==> config.mk <==
export PLATFORM = sky130hd
export DESIGN_NAME = fpu_result_uart_tx
export DESIGN_NICKNAME = d
export VERILOG_FILES = /design/src/rtl/fpu_result_uart_tx.sv
export SDC_FILE = /design/constraint.sdc
export NUM_CORES = 1
export LEC_CHECK = 0
export CAP_MARGIN = 20
export CORE_MARGIN = 5
export CORE_UTILIZATION = 55
export CTS_BUF_LIST = sky130_fd_sc_hd__clkbuf_8
export CTS_CLUSTER_SIZE = 12
export DETAILED_ROUTE_END_ITERATION = 12
export PLACE_DENSITY = 0.77
export SLEW_MARGIN = 20
export SYNTH_ARGS = -nofsm -noshare
export SYNTH_HDL_FRONTEND = slang
export SYNTH_SLANG_ARGS = --single-unit
==> constraint.sdc <==
create_clock -name clk -period 4 [get_ports clk]
set_clock_uncertainty 0.05 [all_clocks]
set_input_delay 0.8 -clock clk [delete_from_list [all_inputs] [get_ports clk]]
set_output_delay 0.8 -clock clk [all_outputs]
set_load 0.005 [all_outputs]
==> src/rtl/fpu_result_uart_tx.sv <==
`default_nettype none
// ============================================================================
// Module      : fpu_result_uart_tx
// Description : Sends 16-bit FPU results to the host as two 8N1 UART frames,
//               high byte first. Shares the runtime baud divisor with the RX.
//               Define FPU_UART_TX_FIFO_EN for a FIFO_DEPTH-entry result FIFO;
//               otherwise a single holding register buffers one result.
// Revision    : 1.0 - initial release
// ============================================================================
module fpu_result_uart_tx #(
    parameter int FIFO_DEPTH = 4
) (
    input  logic        clk,
    input  logic        rst_l,
    input  logic [15:0] CLKS_PER_BIT,
    input  logic [15:0] i_result,
    input  logic        i_result_valid,
    output logic        o_Tx_Serial,
    output logic        o_Tx_Active,
    output logic        o_Tx_Done,
    output logic        o_overflow
);

    typedef enum logic [1:0] {
        ST_IDLE  = 2'd0,
        ST_START = 2'd1,
        ST_DATA  = 2'd2,
        ST_STOP  = 2'd3
    } state_t;

    state_t      r_state;
    logic [15:0] r_shift;
    logic [15:0] r_clks;
    logic [15:0] r_timer;
    logic [2:0]  r_bit_idx;
    logic        r_byte_sel;

    logic        w_empty;
    logic        w_full;
    logic        w_pop;
    logic        w_push_ok;
    logic [15:0] w_head;
    logic [7:0]  w_cur_byte;
    logic [2:0]  w_next_idx;
    logic        w_bit_end;

    assign w_pop      = (r_state == ST_IDLE) && !w_empty;
    assign w_push_ok  = i_result_valid && (!w_full || w_pop);
    assign w_cur_byte = r_byte_sel ? r_shift[7:0] : r_shift[15:8];
    assign w_next_idx = r_bit_idx + 3'd1;
    assign w_bit_end  = (r_timer == (r_clks - 16'd1));

`ifdef FPU_UART_TX_FIFO_EN
    localparam int c_ptr_w = $clog2(FIFO_DEPTH);

    logic [15:0]      r_mem [FIFO_DEPTH];
    logic [c_ptr_w:0] r_wr_ptr;
    logic [c_ptr_w:0] r_rd_ptr;

    // Extra pointer MSB separates full (MSBs differ) from empty (all equal).
    assign w_empty = (r_wr_ptr == r_rd_ptr);
    assign w_full  = (r_wr_ptr[c_ptr_w] != r_rd_ptr[c_ptr_w]) &&
                     (r_wr_ptr[c_ptr_w-1:0] == r_rd_ptr[c_ptr_w-1:0]);
    assign w_head  = r_mem[r_rd_ptr[c_ptr_w-1:0]];

    always_ff @(posedge clk) begin
        if (w_push_ok) begin
            r_mem[r_wr_ptr[c_ptr_w-1:0]] <= i_result;
        end
    end

    always_ff @(posedge clk or negedge rst_l) begin
        if (!rst_l) begin
            r_wr_ptr <= '0;
            r_rd_ptr <= '0;
        end else begin
            if (w_push_ok) begin
                r_wr_ptr <= r_wr_ptr + 1'b1;
            end
            if (w_pop) begin
                r_rd_ptr <= r_rd_ptr + 1'b1;
            end
        end
    end
`else
    logic [15:0] r_hold;
    logic        r_hold_valid;

    assign w_empty = !r_hold_valid;
    assign w_full  = r_hold_valid;
    assign w_head  = r_hold;

    always_ff @(posedge clk or negedge rst_l) begin
        if (!rst_l) begin
            r_hold       <= 16'd0;
            r_hold_valid <= 1'b0;
        end else if (w_push_ok) begin
            r_hold       <= i_result;
            r_hold_valid <= 1'b1;
        end else if (w_pop) begin
            r_hold_valid <= 1'b0;
        end
    end
`endif

    always_ff @(posedge clk or negedge rst_l) begin
        if (!rst_l) begin
            o_overflow <= 1'b0;
        end else begin
            o_overflow <= i_result_valid && !w_push_ok;
        end
    end

    always_ff @(posedge clk or negedge rst_l) begin
        if (!rst_l) begin
            r_state     <= ST_IDLE;
            r_shift     <= 16'd0;
            r_clks      <= 16'd1;
            r_timer     <= 16'd0;
            r_bit_idx   <= 3'd0;
            r_byte_sel  <= 1'b0;
            o_Tx_Serial <= 1'b1;
            o_Tx_Active <= 1'b0;
            o_Tx_Done   <= 1'b0;
        end else begin
            o_Tx_Done <= 1'b0;
            case (r_state)
                ST_IDLE: begin
                    o_Tx_Serial <= 1'b1;
                    o_Tx_Active <= 1'b0;
                    if (w_pop) begin
                        r_shift     <= w_head;
                        // Divisor is frozen per word; zero behaves as one.
                        r_clks      <= (CLKS_PER_BIT == 16'd0) ? 16'd1 : CLKS_PER_BIT;
                        r_timer     <= 16'd0;
                        r_byte_sel  <= 1'b0;
                        o_Tx_Serial <= 1'b0;
                        o_Tx_Active <= 1'b1;
                        r_state     <= ST_START;
                    end
                end
                ST_START: begin
                    if (w_bit_end) begin
                        r_timer     <= 16'd0;
                        r_bit_idx   <= 3'd0;
                        o_Tx_Serial <= w_cur_byte[0];
                        r_state     <= ST_DATA;
                    end else begin
                        r_timer <= r_timer + 16'd1;
                    end
                end
                ST_DATA: begin
                    if (w_bit_end) begin
                        r_timer <= 16'd0;
                        if (r_bit_idx == 3'd7) begin
                            o_Tx_Serial <= 1'b1;
                            r_state     <= ST_STOP;
                        end else begin
                            r_bit_idx   <= w_next_idx;
                            o_Tx_Serial <= w_cur_byte[w_next_idx];
                        end
                    end else begin
                        r_timer <= r_timer + 16'd1;
                    end
                end
                ST_STOP: begin
                    if (w_bit_end) begin
                        r_timer <= 16'd0;
                        if (!r_byte_sel) begin
                            // Low byte follows immediately with no idle gap.
                            r_byte_sel  <= 1'b1;
                            o_Tx_Serial <= 1'b0;
                            r_state     <= ST_START;
                        end else begin
                            o_Tx_Active <= 1'b0;
                            o_Tx_Done   <= 1'b1;
                            r_state     <= ST_IDLE;
                        end
                    end else begin
                        r_timer <= r_timer + 16'd1;
                    end
                end
                default: begin
                    o_Tx_Serial <= 1'b1;
                    o_Tx_Active <= 1'b0;
                    r_state     <= ST_IDLE;
                end
            endcase
        end
    end

endmodule
`default_nettype wire
**After elaboration in Yosys (flattened, before gate mapping)**

Index checks and enable logic that the tools add are counted.

- Muxes and demuxes: 36
- Order comparisons: 1
- Equal/unequal tests: 13
- Reductions and logical operators: 18
- Add/sub/neg operators: 3

Operator list:

| kind | number |
|---|---|
| 16-bit two-way mux | 3 |
| 16-bit one-hot mux with 2 select lines | 1 |
| 1-bit two-way mux | 17 |
| 16-bit by 1-bit adder with 16-bit output, second input constant | 1 |
| 16-bit equality test | 1 |
| 16-bit zero test | 1 |
| 2-bit != test, second input constant | 8 |
| 16-bit by 1-bit subtractor with 16-bit output, second input constant | 1 |
| 2-bit two-way mux | 5 |
| 3-bit two-way mux | 3 |
| 8-bit two-way mux | 1 |
| 2-bit one-hot mux with 4 select lines | 1 |
| 4-bit AND reduction | 2 |
| 3-bit one-hot mux with 2 select lines | 1 |
| 3-bit AND reduction | 2 |
| 2-bit nonzero test | 3 |
| 5-bit AND reduction | 1 |
| 2-bit equality test, second input constant | 2 |
| 3-bit by 4-bit < comparator with 1-bit output, second input constant | 1 |
| 1-bit one-hot mux with 2 select lines | 2 |
| 1-bit one-hot mux with 4 select lines | 1 |
| 3-bit by 1-bit adder with 3-bit output, second input constant | 1 |
| 1-bit binary-select mux with 3-bit select | 1 |
| 3-bit equality test, second input constant | 1 |
| other kinds (7) | 10 |

- Flip-flop bits (word level): 75

**Logic depth before layout (Yosys ltp)**

- Word-level depth: 6
- Gate-level depth with buffers: 12
- Mapped depth without buffers: 10

**Worst setup path after synthesis**

OpenSTA, ideal clock, no wires.

- Path kind: flip-flop to flip-flop
- Start point: register r_clks[1]
- End point: register r_timer[15]
- Stages on the path, launching flop included: 13
- Period minus slack after synthesis: 3.264 ns
- Setup slack: 0.736 ns
- Buffers on the path: 2
- Data arrival time: 3.088 ns
- Cell sequence: dfrtp_1 inv_1 ha_1 or4b_1 clkbuf_2 o41a_1 or4_1 o311a_2 o41ai_4 buf_6 a31oi_1 o21ai_1 o31ai_1

- Longest elaborated chain between the ends: 4

RTL lines:

| item | line | source |
|---|---|---|
| from (decl) | 33 | `logic [15:0] r_clks;` |
| from (signal assigned) | 134 | `r_clks <= (CLKS_PER_BIT == 16'd0) ? 16'd1 : CLKS_PER_BIT;` |
| 16-bit by 1-bit subtractor with 16-bit output | 51 | `assign w_bit_end = (r_timer == (r_clks - 16'd1));` |
| 16-bit equality test | 51 |  |
| 16-bit two-way mux | 143, 153, 167 |  |
| 16-bit one-hot mux with 2 select lines | 127 | `case (r_state)` |
| to (signal assigned) | 149 | `r_timer <= r_timer + 16'd1;` |
| to (signal assigned) | 163 | `r_timer <= r_timer + 16'd1;` |
| to (signal assigned) | 180 | `r_timer <= r_timer + 16'd1;` |
| to (decl) | 34 | `logic [15:0] r_timer;` |

No other way between the ends.
A chain may end at the register's enable or synchronous reset.

**Worst setup path in the final report**

- Start point: register r_clks[1]
- End point: register r_timer[7]

The elaborated chain is that of the path after synthesis.

==> results.py <==
metrics = {
    "run_status": {
        "status": "completed",
    },
    "worst_setup_path": {
        "critical_path_arrival_ps": 3920,
        "worstSetupEndpointType": "flop",
        "max_stage_delay_ps": 600,
        "cp.required_ps": 4210,
        "ff2ff_setup_slack_ps": 280,
        "worst-path-max-fanout": 10,
        "worst_path_max_delay_cell": "or4b_1",
        "crit_type": "reg -> reg",
        "worstSetupStartpointType": "flop",
        "cp_cell_sequence": "inv_1 > ha_1 > or4b_1 > o41a_1 > or4_1 > o311a_2 > o41ai_4 > buf_4 > o21ai_0 > a22o_1",
    },
    "synth": {
        "synthesis.area_sq_mm": 0.00403,
        "synth_edf_count": 0,
        "yosysUniqueCellTypes": 56,
        "synth_nets": 422,
        "synth_cells": 378,
        "yosysWarningCount": 0,
        "ys_seq_area_share_pct": 46.6,
        "ys_ff_latch": 75,
        "synth-async-reset-ratio_pct": 100,
        "synth_area_per_cell_sq_um": 10.7,
        "synth_ff_type": "dfrtp_1",
    },
    "placed_design": {
        "io_buffer_count": 38,
        "dp_hpwl_um": 6270,
        "gp_congestion": 0.902,
    },
    "die": {
        "die_h_um": 95.6,
        "start_util_pct": 56.2,
        "rows": 31,
        "core_sq_mm": 0.00718,
        "die_area_sq_mm": 0.00914,
        "io_pins": 39,
        "dieWidth_um": 95.6,
    },
    "clock_tree": {
        "hold_buffers": 0,
        "cts_resized": 0,
        "clk_latency_ps": 370,
        "clock_path_buffers": 2,
        "post_cts_buffers": 0,
        "h-tree-depth": 3,
        "cts-root-buf": "clkbuf_8",
        "cts_sinks": 75,
        "numCtsBuffers": 9,
        "cts_tree": "yes",
        "cts.clk_slew.worst_paths_ps": 90,
    },
    "sta": {
        "hold_viol_final": 0,
        "rsz0062_at_grt": "no",
        "tns_ps": 0,
        "min_period_over_period_pct": 92.9,
        "max_freq_mhz": 269,
        "worst_pin_slew_ps": 935,
        "drv_slew": 0,
        "period_minus_slack_ps": 3720,
        "setup_viol": 0,
        "slew_headroom_pct": 37.7,
    },
    "global_routing": {
        "grt_max_degree": 76,
        "met1_usage_pct": 29.6,
        "grt_pass1_vias": 3155,
        "met3_usage_pct": 3.87,
        "grtUsageMet2_pct": 32.8,
        "grt.total_usage_pct": 21.3,
        "grt_pass1_wl_um": 15000,
        "antenna_found_initial": 0,
        "busiest_layer": "met2",
        "grt-ovfl-total": 0,
    },
    "routing": {
        "drt-total-wl_um": 8710,
        "ant_nets": 0,
        "dr_total_vias": 3079,
        "wl_per_cell_um": 16.7,
        "via_per_inst": 5.91,
        "drc": 0,
        "dr.pass1.iters": 5,
        "drt-initial-drc-count": 125,
    },
    "run": {
        "max-cap-violations": 0,
    },
    "power": {
        "ir_drop_uv": 362,
        "total_power_uw": 3120,
        "power_density_mw_per_mm2": 664,
        "p_leak_uw": 0.00196,
    },
    "final_layout": {
        "final_layout_size_suffix_gt1_share_pct": 20.1,
        "nets": 461,
        "syn_to_final_growth_pct": 16.6,
        "antennaDiodeCount": 0,
    },
    "worst_hold_path": {
        "hp-class": "reg -> reg",
    },
}
final cells by class:
type                            instances  area [sq um]
Clock buffer                            9           124
Multi-Input combinational cell        277          2040
Sequential cell                        75          1880
Fill cell                             577          2470
Timing Repair Buffer                   41           400
Tap cell                               99           124
Clock inverter                          7          87.6
Inverter                               13          48.8
kinds of logic (layout without fill, tap and decap cells):
kind of cell             after synthesis  count (layout)  share of synthesized area (%)
multiplexers                          54              54                           16.1
AO/OA/AOI/OAI                         78              78                           12.8
buffers and inverters                 26              70                           2.86
XOR/XNOR                              14              14                           3.04
adder cells (fa/ha/maj)                9               9                           2.79
AND/OR/NAND/NOR                      122             122                           15.7
flip-flops                            75              75                           46.6
worst paths after layout:
check	from	endpoint	cells after the start
worst max-delay path	r_clks[1]	r_timer[7]	10
worst min-delay path	r_bit_idx[2]	r_bit_idx[2]	2
worst max register to register	r_clks[1]	r_timer[7]	10
worst min register to register	r_bit_idx[2]	r_bit_idx[2]	2
max in group asynchronous	rst_l	r_clks[12]	1
min in group asynchronous	rst_l	r_timer[13]	1
metrics by stage:
step / worst slack [ps] / hold slack (ps) / utilization (%) / std cells / instance area, sq um
floorplan: 736 / 404 / - / 378 / 4030
global placement: 472 / 421 / 62.6 / 505 / 4490
detailed placement: 338 / 432 / 62.6 / 505 / 4490
CTS: 306 / 452 / 65.5 / 521 / 4700
global route: 108 / 477 / 65.5 / 521 / 4700
finish: 283 / 449 / 65.5 / 521 / 4700
worst max-delay path: cells and delay by family (launching register included):
kind | cells | cell delay (ps)
and+or+nand+nor | 2 | 1120
buffers and inverters | 2 | 340
DFF | 1 | 420
adders and majority gates | 1 | 220
AOI/OAI and AO/OA | 5 | 1470
per-layer routing:
metal | vias to the layer above | part of all wire (%)
li1 | 1479 | -
met1 | 1507 | 47
met2 | 77 | 47
met3 | 16 | 4.3
met4 | 0 | 2.0
met5 | - | 0
where the power goes:
| part | internal, uW | leakage, uW | switching [uW] |
|---|---|---|---|
| logic | 597 | 0.000913 | 536 |
| clock network | 306 | 0.000109 | 335 |
| registers | 1040 | 0.000937 | 301 |
| total | 1950 | 0.00196 | 1170 |
sequential cells by signal, summed over array words and instances (netlist names):
| name | cells |
|---|---|
| r_hold_valid | 1 |
| r_clks | 16 |
| r_shift | 16 |
| r_byte_sel | 1 |
| r_hold | 16 |
| r_timer | 16 |
| o_Tx_Active | 1 |
| r_state | 2 |
| o_Tx_Serial | 1 |
| o_Tx_Done | 1 |
| r_bit_idx | 3 |
| o_overflow | 1 |
cells in the mapped netlist (all sizes together), types with 3 or more instances:
| cell | n | area, sq um |
|---|---|---|
| xor2 | 10 | 87.6 |
| nor3 | 9 | 45.0 |
| nand4 | 7 | 43.8 |
| xnor2 | 4 | 35.0 |
| a21oi | 11 | 55.1 |
| and3 | 7 | 43.8 |
| inv | 13 | 48.8 |
| or2 | 4 | 25.0 |
| dfrtp | 73 | 1830 |
| nor4 | 10 | 68.8 |
| o31ai | 6 | 45.0 |
| o211ai | 5 | 37.5 |
| nand3 | 7 | 35.0 |
| clkbuf | 11 | 43.8 |
| ha | 9 | 113 |
| nand2b | 6 | 37.5 |
| mux4 | 4 | 90.1 |
| o21ai | 33 | 165 |
| mux2 | 48 | 541 |
| or4 | 5 | 41.3 |
| nor2 | 18 | 70.1 |
| nand2 | 39 | 146 |
| o311ai | 3 | 26.3 |
cell usage in the layout (no fill, tap or decap), types with 7 or more instances in the layout:
| cell | n |
|---|---|
| ha_1 | 9 |
| clkbuf_8 | 9 |
| inv_1 | 13 |
| nand3_1 | 7 |
| a21oi_1 | 11 |
| clkdlybuf4s50_1 | 37 |
| o21ai_0 | 31 |
| nand4_1 | 7 |
| and3_1 | 7 |
| nor2_1 | 17 |
| nor4_1 | 9 |
| nand2_1 | 39 |
| nor3_1 | 9 |
| xor2_1 | 10 |
| mux2_2 | 48 |
| dfrtp_1 | 73 |
Note: power is estimated with default switching activity, not from simulation.
